==> config.mk <==
export PLATFORM = sky130hd
export DESIGN_NAME = serial_fifo_ctrl
export DESIGN_NICKNAME = d
export VERILOG_FILES = /design/src/rtl/serial_fifo_ctrl.sv
export SDC_FILE = /design/constraint.sdc
export NUM_CORES = 1
export LEC_CHECK = 0
export BUFFER_PORTS_ARGS = -buffer_cell sky130_fd_sc_hd__clkbuf_2
export CORE_ASPECT_RATIO = 0.75
export CORE_MARGIN = 4
export CORE_UTILIZATION = 29
export CTS_BUF_LIST = sky130_fd_sc_hd__clkbuf_4
export DETAILED_ROUTE_END_ITERATION = 12
export HOLD_SLACK_MARGIN = 0.03
export SLEW_MARGIN = 20
export SYNTH_ARGS = -nofsm -noshare
export SYNTH_HDL_FRONTEND = slang
export SYNTH_SLANG_ARGS = --single-unit
==> constraint.sdc <==
create_clock -name clk -period 3.1 [get_ports clk]
set_input_delay 0.155 -clock clk [delete_from_list [all_inputs] [get_ports clk]]
set_output_delay 0.155 -clock clk [all_outputs]
set_load 0.1 [all_outputs]
==> src/rtl/serial_fifo_ctrl.sv <==
// Buffered serial controller: RX/TX byte FIFOs between the CPU register window
// and the async receiver/transmitter pair, with a TX drain FSM and level interrupt.
module serial_fifo_ctrl #(
  parameter int unsigned RX_DEPTH_LOG2 = 4,
  parameter int unsigned TX_DEPTH_LOG2 = 4,
  parameter int unsigned RX_INT_LEVEL  = 1
) (
  input  logic        clk,
  input  logic        rst,
  input  logic        enable_i,
  input  logic        readEnable_i,
  input  logic [1:0]  addr_i,
  input  logic [31:0] dataSave_i,
  output logic [31:0] dataLoad_o,
  output logic        int_o,
  input  logic        rxdReady_i,
  input  logic [7:0]  rxdData_i,
  input  logic        txdBusy_i,
  output logic        txdStart_o,
  output logic [7:0]  txdData_o
);

  localparam int unsigned RX_DEPTH = 1 << RX_DEPTH_LOG2;
  localparam int unsigned TX_DEPTH = 1 << TX_DEPTH_LOG2;
  localparam int unsigned RX_CW    = RX_DEPTH_LOG2 + 1;
  localparam int unsigned TX_CW    = TX_DEPTH_LOG2 + 1;

  typedef enum logic [2:0] {
    ST_IDLE, ST_LOAD, ST_START, ST_HOLD, ST_WAITDONE
  } tx_state_e;

  logic [7:0]               rx_mem_q [RX_DEPTH];
  logic [7:0]               tx_mem_q [TX_DEPTH];
  logic [RX_DEPTH_LOG2-1:0] rx_wr_ptr_q, rx_wr_ptr_d, rx_rd_ptr_q, rx_rd_ptr_d;
  logic [TX_DEPTH_LOG2-1:0] tx_wr_ptr_q, tx_wr_ptr_d, tx_rd_ptr_q, tx_rd_ptr_d;
  logic [RX_CW-1:0]         rx_count_q, rx_count_d;
  logic [TX_CW-1:0]         tx_count_q, tx_count_d;
  logic                     rx_ovr_q, rx_ovr_d, tx_ovf_q, tx_ovf_d;
  logic                     rx_int_en_q, rx_int_en_d, tx_int_en_q, tx_int_en_d;
  logic                     int_q, int_d;
  tx_state_e                state_q;
  logic [7:0]               txd_data_q;
  logic                     txd_start_q;

  logic cpu_wr, cpu_rd, rx_empty, rx_full, tx_empty, tx_full;
  logic rx_push, rx_pop, tx_push, tx_pop, tx_idle;
  logic unused_save_bits;

  assign unused_save_bits = ^dataSave_i[31:8];

  // FIFO push/pop arbitration, sticky flags and control register
  always_comb begin
    cpu_wr   = enable_i & ~readEnable_i;
    cpu_rd   = enable_i & readEnable_i;
    rx_empty = (rx_count_q == '0);
    rx_full  = (rx_count_q == RX_CW'(RX_DEPTH));
    tx_empty = (tx_count_q == '0);
    tx_full  = (tx_count_q == TX_CW'(TX_DEPTH));

    rx_pop  = cpu_rd & (addr_i == 2'd0) & ~rx_empty;
    rx_push = rxdReady_i & (~rx_full | rx_pop);
    tx_pop  = (state_q == ST_LOAD) & ~tx_empty;
    tx_push = cpu_wr & (addr_i == 2'd0) & (~tx_full | tx_pop);

    rx_count_d  = rx_count_q + RX_CW'(rx_push) - RX_CW'(rx_pop);
    tx_count_d  = tx_count_q + TX_CW'(tx_push) - TX_CW'(tx_pop);
    rx_wr_ptr_d = rx_push ? rx_wr_ptr_q + RX_DEPTH_LOG2'(1) : rx_wr_ptr_q;
    rx_rd_ptr_d = rx_pop  ? rx_rd_ptr_q + RX_DEPTH_LOG2'(1) : rx_rd_ptr_q;
    tx_wr_ptr_d = tx_push ? tx_wr_ptr_q + TX_DEPTH_LOG2'(1) : tx_wr_ptr_q;
    tx_rd_ptr_d = tx_pop  ? tx_rd_ptr_q + TX_DEPTH_LOG2'(1) : tx_rd_ptr_q;

    // a new drop in the same cycle as a clear keeps the flag set
    rx_ovr_d = (rxdReady_i & rx_full & ~rx_pop) |
               (rx_ovr_q & ~(cpu_wr & (addr_i == 2'd1) & dataSave_i[2]));
    tx_ovf_d = (cpu_wr & (addr_i == 2'd0) & tx_full & ~tx_pop) |
               (tx_ovf_q & ~(cpu_wr & (addr_i == 2'd1) & dataSave_i[3]));

    rx_int_en_d = rx_int_en_q;
    tx_int_en_d = tx_int_en_q;
    if (cpu_wr && addr_i == 2'd2) begin
      rx_int_en_d = dataSave_i[0];
      tx_int_en_d = dataSave_i[1];
    end

    tx_idle = tx_empty & (state_q == ST_IDLE);
    int_d   = (rx_int_en_q & (rx_count_q >= RX_CW'(RX_INT_LEVEL))) |
              (tx_int_en_q & tx_idle);
  end

  // register read mux, zero latency
  always_comb begin
    dataLoad_o = '0;
    case (addr_i)
      2'd0: dataLoad_o = rx_empty ? 32'h0 : {24'h0, rx_mem_q[rx_rd_ptr_q]};
      2'd1: dataLoad_o = {8'h0, 8'(tx_count_q), 8'(rx_count_q), 3'b000,
                          tx_idle, tx_ovf_q, rx_ovr_q, ~tx_full, ~rx_empty};
      2'd2: dataLoad_o = {30'h0, tx_int_en_q, rx_int_en_q};
      default: dataLoad_o = '0;
    endcase
  end

  always_ff @(posedge clk or posedge rst) begin
    if (rst) begin
      rx_wr_ptr_q <= '0;
      rx_rd_ptr_q <= '0;
      tx_wr_ptr_q <= '0;
      tx_rd_ptr_q <= '0;
      rx_count_q  <= '0;
      tx_count_q  <= '0;
      rx_ovr_q    <= 1'b0;
      tx_ovf_q    <= 1'b0;
      rx_int_en_q <= 1'b0;
      tx_int_en_q <= 1'b0;
      int_q       <= 1'b0;
    end else begin
      rx_wr_ptr_q <= rx_wr_ptr_d;
      rx_rd_ptr_q <= rx_rd_ptr_d;
      tx_wr_ptr_q <= tx_wr_ptr_d;
      tx_rd_ptr_q <= tx_rd_ptr_d;
      rx_count_q  <= rx_count_d;
      tx_count_q  <= tx_count_d;
      rx_ovr_q    <= rx_ovr_d;
      tx_ovf_q    <= tx_ovf_d;
      rx_int_en_q <= rx_int_en_d;
      tx_int_en_q <= tx_int_en_d;
      int_q       <= int_d;
    end
  end

  // FIFO storage carries no reset
  always_ff @(posedge clk) begin
    if (rx_push) rx_mem_q[rx_wr_ptr_q] <= rxdData_i;
    if (tx_push) tx_mem_q[tx_wr_ptr_q] <= dataSave_i[7:0];
  end

  // TX drain FSM: load head, pulse start, give busy a cycle to rise, wait done
  always_ff @(posedge clk or posedge rst) begin
    if (rst) begin
      state_q     <= ST_IDLE;
      txd_data_q  <= '0;
      txd_start_q <= 1'b0;
    end else begin
      txd_start_q <= 1'b0;
      case (state_q)
        ST_IDLE:     if (!tx_empty && !txdBusy_i) state_q <= ST_LOAD;
        ST_LOAD: begin
          txd_data_q  <= tx_mem_q[tx_rd_ptr_q];
          txd_start_q <= 1'b1;
          state_q     <= ST_START;
        end
        ST_START:    state_q <= ST_HOLD;
        ST_HOLD:     state_q <= ST_WAITDONE;
        ST_WAITDONE: if (!txdBusy_i) state_q <= ST_IDLE;
        default:     state_q <= ST_IDLE;
      endcase
    end
  end

  assign int_o      = int_q;
  assign txdStart_o = txd_start_q;
  assign txdData_o  = txd_data_q;

endmodule

==> reports/metrics.cfg <==
[status]
status = finished clean

[critical_path]
critical_path_arrival_ps = 3530
r2r_start = tx_count_q[2]
critical_path.max_fanout = 4
path_cells = dlygate4sd3_1 > clkbuf_2 > nand2_1 > dlygate4sd3_1 > o211ai_1 > nand2_1 > ha_1 > inv_1 > ha_1 > inv_1 > fa_1 > nor2_1 > nor2_1 > o21bai_1 > xnor2_1
required_ps = 3700
timing.rr.end = tx_count_q[4]
r2r_setup_slack_ps = 260
cpPeakStageDelay_ps = 580
critPathSlowestCell = dlygate4sd3_1
endpoint_kind = flip-flop
cp-start-kind = input pin
criticalPathCategory = input pin to flip-flop
rr_worst_depth = 13

[final_layout]
drive_gt1_share_pct = 34.4
final_area_sq_um = 15100
fin_cells = 1505
area_growth_pct = 20.9
fillers = 4004
final_core_util_pct = 35.7
final_nets = 962

[timing]
slew_headroom_pct = 45.6
tns_ps = 0
layout_setup_ws_ps = 169
skew_ps = 37.7
rsz0062_at_grt = no
period_share_pct = 94.5
drv_slew = 0
finalHoldViolations = 0
worst_pin_slew_ps = 817
setup_viol_count_final = 0
period_needed_ps = 2930
timing.fmax_mhz = 341

[global_routing]
grt_max_degree = 44
grt_first_pass_wirelength_mm = 42.5
antenna_found_initial = 2
first_global_vias = 7195
grt.overflow.total = 0
track_usage_pct = 12.1

[synthesis]
yosysMostFrequentCell = edfxtp_1
synth_common_cells = 256 x edfxtp_1, 63 x mux4_2, 43 x dfrtp_1
synthTopCellsByArea = edfxtp_1 61%, mux4_2 11%, dfrtp_1 8.6%
yosysTopAreaCell = edfxtp_1
synth_edf_count = 256
syn_area_sq_um = 12500
netlist_instances = 706
ys_async_sr_fraction_pct = 14.4
synth_cell_types = 49
synth-seq-area-share_pct = 70.0
synth_seq_cells = 299
synth_flop_cell = edfxtp_1
yosysTopAreaCellShare_pct = 61.4
avgSynthCellArea_sq_um = 17.7
synth_warnings = 0

[cts]
cts_inserted_buffers = 77
cts_tree = done
clk_path_buf_depth = 3
cts_post_setup_buffers_inserted = 0
clockRootBuffer = clkbuf_4
clkLatencyLatePin_ps = 690
clkTransAtPathRegs_ps = 60
htree_levels = 3
cts_num_sinks = 299

[die]
rows = 65
fp.dieH_microns = 188
die_x_microns = 248
die_area_sq_um = 46600
ioPinCount = 90
coreArea_sq_um = 42400
initial_utilization_pct = 29.5

[routing]
drt_iter0_drc = 468
vias_per_cell = 4.49
wire_per_inst_microns = 18.3
remaining_drc_errors = 0
drt_first_pass_iters = 4
ant_nets = 0
wl_mm = 27.6
vias = 6757

[power_and_ir_drop]
p_per_area_nw_per_um2 = 875
max-vdd-ir-drop_v = 0.000415
p_leak_nw = 5.40

[place]
gp_congestion = 0.774
numPortBuffers = 51
postPlaceCellArea_sq_um = 13900
place_ws_ps = 218
dp_hpwl_mm = 18.2
place_inst = 1350

[run]
drv_cap = 0

[hold_path]
hold_class = input pin to async pin

## repair_timing
action	in CTS	in global routing
resized for setup	2	4
hold endpoints to repair	314	0
endpoints found under the setup margin	6	6
cloned	0	0
hold buffers	27	0
## metal layers
layer	global-route usage (%)	wire, microns	vias up
li1	-	-	3126
met2	17.0	12000	172
met3	3.32	1690	51
met1	17.6	13100	3408
met4	4.81	709	0
met5	0	0	-
## critical path: cells and delay by family
family,cells,cell delay [ps]
compound gates,2,600
xor+xnor,1,130
fa+ha+maj,3,860
buf+inv,5,1380
simple gates,4,420
## final cells by class
type                    count  area [sq um]  share of cell area (%)
repair buffers            137          1110                    7.33
well taps                 569           712                    4.71
clock inverters            18          98.8                   0.653
flip-flops and latches    299          8770                    58.0
multi-input cells         347          3530                    23.3
clock buffers             108           811                    5.36
inverters                  25          97.6                   0.645
diodes                      2          5.00                  0.0331
## how the worst max path moves through the flow
stage / from / endpoint / slack (ps) / depth (start not counted)
after floorplan: rx_rd_ptr_q[1] / dataLoad_o[0] / 180 / 5
after global placement: rx_count_q[2] / rx_count_q[4] / 290 / 13
after detailed placement: rx_count_q[2] / rx_count_q[4] / 220 / 13
after CTS: rx_rd_ptr_q[0] / dataLoad_o[5] / 30 / 6
after global routing: rx_rd_ptr_q[0] / dataLoad_o[5] / 20 / 6
final: readEnable_i / rx_count_q[4] / 170 / 15
## cell usage in the layout (no fill, tap or decap), types with 12 or more instances in the layout
master,n
and2_1,26
edfxtp_1,256
nor3_1,16
nor2_1,21
dfrtp_1,41
dlygate4sd3_1,27
clkbuf_2,43
nor2b_1,17
mux2i_1,16
clkinv_1,13
xnor2_1,12
nand2_1,26
buf_4,56
conb_1,14
mux4_2,63
clkbuf_4,108
ha_1,25
inv_1,23
## cell families after synthesis
kind of cell               count (synthesis)  share of synthesized area, %
DFF                                      299                          70.0
and+or+nand+nor                          159                          7.16
muxes                                     87                          13.3
buffers and inverters                     73                          2.84
AOI/OAI and AO/OA                         40                          2.38
adders and majority gates                 27                          2.82
xor gates and xnor gates                  20                          1.40
other                                      1                        0.0300
## power by group
group	switching (mW)	internal, mW	total (mW)
Combinational	2.69	1.97	4.65
Sequential	0.532	4.84	5.37
Clock	1.53	1.67	3.21
## metrics by stage
step                hold slack [ps]  power [mW]
floorplan                       254        8.78
global placement                415        10.0
detailed placement              420        10.1
CTS                             191        13.4
global route                    157        14.1
finish                          143        13.2
## sequential cells by signal, indices dropped and copies added, names as in the netlist, 3 cells and up
register     flops
state_q          3
txdData_o        8
rx_count_q       5
rx_mem_q       128
rx_wr_ptr_q      4
tx_mem_q       128
tx_rd_ptr_q      4
tx_count_q       5
tx_wr_ptr_q      4
rx_rd_ptr_q      4
Note: power is estimated with default switching activity, not from simulation.
